[config.mk]
export PLATFORM = sky130hd
export DESIGN_NAME = eth_rx_frame_writer_flat
export DESIGN_NICKNAME = d
export VERILOG_FILES = /design/src/rtl/eth_rx_frame_writer_pkg.sv /design/src/rtl/eth_rx_frame_writer_if.sv /design/src/rtl/eth_rx_slot_tracker.sv /design/src/rtl/eth_rx_frame_writer.sv /design/src/flat_wrapper.sv
export SDC_FILE = /design/constraint.sdc
export NUM_CORES = 1
export LEC_CHECK = 0
export ABC_AREA = 0
export CAP_MARGIN = 20
export CORE_ASPECT_RATIO = 0.9
export CORE_UTILIZATION = 25
export DETAILED_ROUTE_END_ITERATION = 7
export GPL_ROUTABILITY_DRIVEN = 0
export SLEW_MARGIN = 20
export SYNTH_ARGS = -nofsm -noshare
export SYNTH_HDL_FRONTEND = slang
export SYNTH_SLANG_ARGS = --single-unit
[constraint.sdc]
create_clock -name clk -period 5.9 [get_ports clk]
set_input_delay 1.18 -clock clk [delete_from_list [all_inputs] [get_ports clk]]
set_output_delay 1.18 -clock clk [all_outputs]
set_load 0.01 [all_outputs]
[src/rtl/eth_rx_frame_writer_pkg.sv]
// Shared types and constants for the Ethernet RX frame writer.
package eth_rx_pkg;

   localparam int SLOT_BYTES = 2048;
   localparam int OFF_BITS   = 11;
   // Default slot-index width; the done_info slot field is sized from it.
   localparam int SLOT_W     = 3;

   typedef enum logic [1:0] {
      ST_IDLE = 2'd0,
      ST_RECV = 2'd1,
      ST_DROP = 2'd2
   } rx_state_e;

   typedef struct packed {
      logic [SLOT_W-1:0]   slot;
      logic [OFF_BITS-1:0] len;
   } done_info_t;

endpackage

[src/rtl/eth_rx_frame_writer_if.sv]
// RX MAC byte stream and RX buffer write port, bundled for the frame writer.
interface eth_rx_frame_writer_if #(
   parameter int SLOT_BITS = 3
);
   logic                  rx_valid;
   logic [7:0]            rx_data;
   logic                  rx_last;
   logic                  rx_err;
   logic                  mem_en;
   logic [1:0]            mem_we;
   logic [SLOT_BITS+9:0]  mem_addr;
   logic [15:0]           mem_din;

   // Source of the byte stream / sink of buffer writes (MAC + memory side).
   modport master (
      output rx_valid, rx_data, rx_last, rx_err,
      input  mem_en, mem_we, mem_addr, mem_din
   );

   // The frame writer itself.
   modport slave (
      input  rx_valid, rx_data, rx_last, rx_err,
      output mem_en, mem_we, mem_addr, mem_din
   );
endinterface

[src/rtl/eth_rx_slot_tracker.sv]
// Ring of RX buffer slots: write/read pointers carry one extra wrap bit so
// occupancy is simply their difference.
module eth_rx_slot_tracker #(
   parameter int SLOT_BITS = 3
) (
   input  logic                 clk,
   input  logic                 rst,
   input  logic                 commit_i,
   input  logic                 release_i,
   output logic [SLOT_BITS-1:0] wr_slot_o,
   output logic [SLOT_BITS:0]   full_cnt_o,
   output logic                 full_o
);
   logic [SLOT_BITS:0] wr_q, wr_d, rd_q, rd_d;
   logic               rel_ok;

   assign full_cnt_o = wr_q - rd_q;
   assign full_o     = (full_cnt_o == {1'b1, {SLOT_BITS{1'b0}}});
   assign wr_slot_o  = wr_q[SLOT_BITS-1:0];
   assign rel_ok     = release_i && (full_cnt_o != '0);

   // Advance pointers; a release on an empty ring is ignored.
   always_comb begin
      wr_d = wr_q;
      rd_d = rd_q;
      if (commit_i) wr_d = wr_q + 1'b1;
      if (rel_ok)   rd_d = rd_q + 1'b1;
   end

   // Pointer registers.
   always_ff @(posedge clk) begin
      if (rst) begin
         wr_q <= '0;
         rd_q <= '0;
      end else begin
         wr_q <= wr_d;
         rd_q <= rd_d;
      end
   end
endmodule

[src/rtl/eth_rx_frame_writer.sv]
// Ethernet RX frame writer: steers MAC bytes into byte lanes of the RX buffer,
// commits good frames to slots and counts dropped ones.
// Option: define ETH_RX_FCS_STRIP_EN to report frame length without the FCS.
module eth_rx_frame_writer
   import eth_rx_pkg::*;
#(
   parameter int SLOT_BITS = SLOT_W,
   parameter int MAX_LEN   = 1536,
   parameter int MIN_LEN   = 64
) (
   input  logic                   clk,
   input  logic                   rst,
   eth_rx_frame_writer_if.slave   bus,
   output logic                   done_valid,
   output logic [SLOT_BITS-1:0]   done_slot,
   output logic [OFF_BITS-1:0]    done_len,
   input  logic                   rel_valid,
   output logic [SLOT_BITS:0]     full_cnt,
   output logic [15:0]            drop_cnt
);
   localparam logic [1:0] S_IDLE = ST_IDLE;
   localparam logic [1:0] S_RECV = ST_RECV;
   localparam logic [1:0] S_DROP = ST_DROP;
   localparam logic [OFF_BITS-1:0] MAX_L = OFF_BITS'(MAX_LEN);
   localparam logic [OFF_BITS-1:0] MIN_L = OFF_BITS'(MIN_LEN);

   logic [1:0]            state_q, state_d;
   logic [OFF_BITS-1:0]   cnt_q, cnt_d, off, len_fin, rep_len;
   logic                  wr, end_frame, commit, drop;
   logic                  mem_en_q;
   logic [1:0]            mem_we_q;
   logic [SLOT_BITS+9:0]  mem_addr_q;
   logic [15:0]           mem_din_q;
   logic                  done_valid_q;
   done_info_t            done_q;
   logic [15:0]           drop_q;
   logic [SLOT_BITS-1:0]  wr_slot;
   logic                  slot_full;

   eth_rx_slot_tracker #(.SLOT_BITS(SLOT_BITS)) u_slots (
      .clk        (clk),
      .rst        (rst),
      .commit_i   (commit),
      .release_i  (rel_valid),
      .wr_slot_o  (wr_slot),
      .full_cnt_o (full_cnt),
      .full_o     (slot_full)
   );

`ifdef ETH_RX_FCS_STRIP_EN
   assign rep_len = len_fin - OFF_BITS'(4);
`else
   assign rep_len = len_fin;
`endif

   // Frame FSM: decide per byte whether it is written and how a frame ends.
   always_comb begin
      state_d   = state_q;
      cnt_d     = cnt_q;
      off       = cnt_q;
      wr        = 1'b0;
      end_frame = 1'b0;
      drop      = 1'b0;
      len_fin   = (state_q == S_IDLE) ? OFF_BITS'(1) : cnt_q + OFF_BITS'(1);
      case (state_q)
         S_IDLE: if (bus.rx_valid) begin
            if (slot_full) begin
               if (bus.rx_last) drop = 1'b1;
               else             state_d = S_DROP;
            end else begin
               wr    = 1'b1;
               off   = '0;
               cnt_d = OFF_BITS'(1);
               if (bus.rx_last) end_frame = 1'b1;
               else             state_d = S_RECV;
            end
         end
         S_RECV: if (bus.rx_valid) begin
            if (cnt_q == MAX_L) begin
               // Oversize: this byte would be MAX_LEN+1, never write it.
               if (bus.rx_last) begin
                  drop    = 1'b1;
                  state_d = S_IDLE;
               end else begin
                  state_d = S_DROP;
               end
            end else begin
               wr    = 1'b1;
               cnt_d = cnt_q + OFF_BITS'(1);
               if (bus.rx_last) begin
                  end_frame = 1'b1;
                  state_d   = S_IDLE;
               end
            end
         end
         S_DROP: if (bus.rx_valid && bus.rx_last) begin
            drop    = 1'b1;
            state_d = S_IDLE;
         end
         default: state_d = S_IDLE;
      endcase
      commit = end_frame && !bus.rx_err && (len_fin >= MIN_L);
      if (end_frame && !commit) drop = 1'b1;
   end

   // State, buffer write port, commit report and drop counter registers.
   always_ff @(posedge clk) begin
      if (rst) begin
         state_q      <= S_IDLE;
         cnt_q        <= '0;
         mem_en_q     <= 1'b0;
         mem_we_q     <= 2'b00;
         mem_addr_q   <= '0;
         mem_din_q    <= '0;
         done_valid_q <= 1'b0;
         done_q       <= '0;
         drop_q       <= '0;
      end else begin
         state_q      <= state_d;
         cnt_q        <= cnt_d;
         mem_en_q     <= wr;
         mem_we_q     <= wr ? (off[0] ? 2'b10 : 2'b01) : 2'b00;
         done_valid_q <= commit;
         if (wr) begin
            mem_addr_q <= {wr_slot, off[OFF_BITS-1:1]};
            mem_din_q  <= {bus.rx_data, bus.rx_data};
         end
         if (commit) done_q <= '{slot: wr_slot, len: rep_len};
         if (drop && drop_q != 16'hFFFF) drop_q <= drop_q + 16'd1;
      end
   end

   assign bus.mem_en   = mem_en_q;
   assign bus.mem_we   = mem_we_q;
   assign bus.mem_addr = mem_addr_q;
   assign bus.mem_din  = mem_din_q;
   assign done_valid   = done_valid_q;
   assign done_slot    = done_q.slot;
   assign done_len     = done_q.len;
   assign drop_cnt     = drop_q;
endmodule

[src/flat_wrapper.sv]
// flat-port wrapper written by rule: the top's interface ports become plain ports
module eth_rx_frame_writer_flat import eth_rx_pkg::*;
#(
   parameter int SLOT_BITS = SLOT_W,
   parameter int MAX_LEN   = 1536,
   parameter int MIN_LEN   = 64
)
  (clk, rst, done_valid, done_slot, done_len, rel_valid, full_cnt, drop_cnt, bus_rx_valid, bus_rx_data, bus_rx_last, bus_rx_err, bus_mem_en, bus_mem_we, bus_mem_addr, bus_mem_din);
  eth_rx_frame_writer_if #(.SLOT_BITS(SLOT_BITS)) bus_i ();
  input  logic clk;
  input  logic rst;
  output logic done_valid;
  output logic [SLOT_BITS-1:0] done_slot;
  output logic [OFF_BITS-1:0] done_len;
  input  logic rel_valid;
  output logic [SLOT_BITS:0] full_cnt;
  output logic [15:0] drop_cnt;
  input wire logic [$bits(bus_i.rx_valid)-1:0] bus_rx_valid;
  input wire logic [$bits(bus_i.rx_data)-1:0] bus_rx_data;
  input wire logic [$bits(bus_i.rx_last)-1:0] bus_rx_last;
  input wire logic [$bits(bus_i.rx_err)-1:0] bus_rx_err;
  output wire logic [$bits(bus_i.mem_en)-1:0] bus_mem_en;
  output wire logic [$bits(bus_i.mem_we)-1:0] bus_mem_we;
  output wire logic [$bits(bus_i.mem_addr)-1:0] bus_mem_addr;
  output wire logic [$bits(bus_i.mem_din)-1:0] bus_mem_din;
  assign bus_i.rx_valid = bus_rx_valid;
  assign bus_i.rx_data = bus_rx_data;
  assign bus_i.rx_last = bus_rx_last;
  assign bus_i.rx_err = bus_rx_err;
  assign bus_mem_en = bus_i.mem_en;
  assign bus_mem_we = bus_i.mem_we;
  assign bus_mem_addr = bus_i.mem_addr;
  assign bus_mem_din = bus_i.mem_din;
  eth_rx_frame_writer #(.SLOT_BITS(SLOT_BITS), .MAX_LEN(MAX_LEN), .MIN_LEN(MIN_LEN)) u_core (.clk(clk), .rst(rst), .bus(bus_i), .done_valid(done_valid), .done_slot(done_slot), .done_len(done_len), .rel_valid(rel_valid), .full_cnt(full_cnt), .drop_cnt(drop_cnt));
endmodule
==> qor.csv <==
metric,value,unit
fin. max-slew vios,0,
initial antenna violation count,0,
GRT overflow,0,
post-synthesis register bit count,76,
IO Count,81,
nets@finish,509,
Post-CTS Setup Bufs,0,
"commonest non-fill, non-tap cell in the layout",clkdlybuf4s50_1,
GRT Util Overall,0.130,
Crit-path slowest cell,or3_1,
total CTS buffers,9,
area growth from synthesis to layout,31.7,%
CP Cell Sequence,inv_1 > ha_1 > inv_1 > fa_1 > or3_1 > or3b_1 > o21ai_2 > buf_4 > or3_1 > mux2i_1 > nor2_1,
sequential fraction of the synthesis area,0.423,
max incr delay on CP,0.81,ns
Worst Hold Class,reg -> reg,
CTS resizes,0,
CP max FO,38,
critical path data required time,6.08,ns
Slew @ Worst Pin,1.10,ns
pin count of the biggest net entering global routing,76,
Vias/cell,4.68,
"Hold Vio Cnt, Final",0,
setup clock skew after layout,0.00826,ns
core area,14100,µm²
wire length per cell,13.6,µm
unrepaired setup endpoints after global routing,false,
vias in the first global route,3053,
port bufs,80,
Setup crit end kind,flip-flop,
clk buf depth,2,
WL final,9.32,mm
outcome,finished clean,
crit path time final,3.88,ns
worst hold slack,0.458,ns
antenna cells,0,
DR pass1 iterations,4,
# rows,41,
clk_lat worst skew,0.33,ns
relative slew slack,0.264,
Cells after Synth,432,
DRT antenna net count,0,
Root Buffer,clkbuf_16,
post-synth cell types,48,
async set or reset register ratio after synthesis,0,
Mapped Nets,455,
CTS H-tree lvls,3,
Detailed Route Iter0 Violations,166,
"EDFF count, synth",0,
final worst-path cycle share,0.658,
clk sinks,76,
final instance area,4740,µm²
Hold Buf Count CTS,0,
Residual DRC,0,
Max Cap Viol,0,
die height,116,µm
CTS tree,yes,
"commonest cells after routing, fill and taps aside","clkdlybuf4s50_1 (79), dfxtp_1 (76), a21oi_1 (46)",
setup violators final,0,
Setup TNS Final,0,ns
clock slew at reported path FFs,0.06,ns
synthesized area per cell,8.32,µm²
Peak VDD IR,155,µV
first-pass GRT wire length,15.2,mm
Post-DP HPWL,6.52,mm
Die Wd,128,µm
share of cells above drive strength 1,0.0489,
total vias in the final route,3204,
static leakage,1.61,nW
initial core utilization,0.256,
die area,14900,µm²
Synth Flop Type,dfxtp_1,
Fmax,258,MHz
worst setup path class,reg -> reg,
Fill cells,1515,
Power Density,306,nW/µm²
CP arrival,4.06,ns
placed inst area,4440,µm²
synthesis warning total,0,
crit start category,flip-flop,
Mapped Area,3600,µm²
-- sequential cells by signal, indices dropped and copies added (netlist names) --
register,flops
u_core.bus.mem_addr,13
u_core.bus.mem_din,8
u_core.bus.mem_en,1
u_core.bus.mem_we,2
u_core.cnt_q,11
u_core.done_len,11
u_core.done_slot,3
u_core.done_valid,1
u_core.drop_cnt,16
u_core.state_q,2
u_core.u_slots.rd_q,4
u_core.u_slots.wr_q,4
-- metrics by stage --
stage / instances / setup slack [ns] / utilization / power, W
floorplan: 432 / 2.64 / - / 0.000785
global placement: 668 / 2.11 / 0.316 / 0.000908
detailed placement: 668 / 2.01 / 0.316 / 0.000917
CTS: 684 / 2.01 / 0.337 / 0.00147
global route: 684 / 1.73 / 0.337 / 0.00153
finish: 684 / 2.02 / 0.337 / 0.00145
-- final cells by class --
cell class | count | area [µm²] | area share
sequential | 76 | 1520 | 0.321
multi-input combinational | 305 | 1820 | 0.384
tap | 193 | 241 | 0.0510
clock buffer | 12 | 246 | 0.0520
inverter | 11 | 41.3 | 0.00872
clock inverter | 4 | 48.8 | 0.0103
timing repair buffer | 83 | 818 | 0.173
-- worst max-delay path: cells and delay by family, from the launching register on --
family | cells | cell delay (ns)
adder cells (fa/ha/maj) | 2 | 0.65
AO/OA/AOI/OAI | 1 | 0.15
flip-flops | 1 | 0.40
AND/OR/NAND/NOR | 4 | 1.74
buffers and inverters | 3 | 0.53
multiplexers | 1 | 0.26
-- power by group --
part | switching [W] | internal [W]
registers | 0.0000250 | 0.000538
logic | 0.000196 | 0.000145
clock network | 0.000204 | 0.000338
total | 0.000426 | 0.00102
-- metal layers --
metal  track usage  routed length, µm  part of all wire  vias up
li1              -                  -                 -     1616
met1         0.167               4450              0.48     1496
met2         0.202               4180              0.45       76
met3        0.0314                492             0.053       16
met4        0.0659                204             0.022        0
met5             0                  0                 0        -
-- cell families (layout without fill, tap and decap cells) --
kind of cell	after synthesis	after routing	share of synthesized area
adder cells (fa/ha/maj)	9	9	0.0334
flip-flops	76	76	0.423
AO/OA/AOI/OAI	99	99	0.164
buffers and inverters	51	110	0.0720
AND/OR/NAND/NOR	170	170	0.240
multiplexers	7	7	0.0195
XOR/XNOR	20	20	0.0487
-- cells in the mapped netlist, drive strengths merged (11+ instances only) --
master	instances	area, µm²
nand3	12	60.1
nor2	43	161
dfxtp	76	1520
buf	18	135
nand2	43	161
o21ai	22	110
a21oi	48	248
clkbuf	22	82.6
or3	23	144
inv	11	41.3
-- worst paths after layout --
check                                             from  slack (ns)  depth (start not counted)                   to
worst min register to register      u_core.done_len[7]        0.46                          2   u_core.done_len[7]
worst min-delay path                u_core.done_len[7]        0.46                          2   u_core.done_len[7]
worst max register to register  u_core.u_slots.wr_q[0]        2.02                         11  u_core.done_slot[2]
worst max-delay path            u_core.u_slots.wr_q[0]        2.02                         11  u_core.done_slot[2]
No activity file was read; power rests on OpenSTA's default activity.
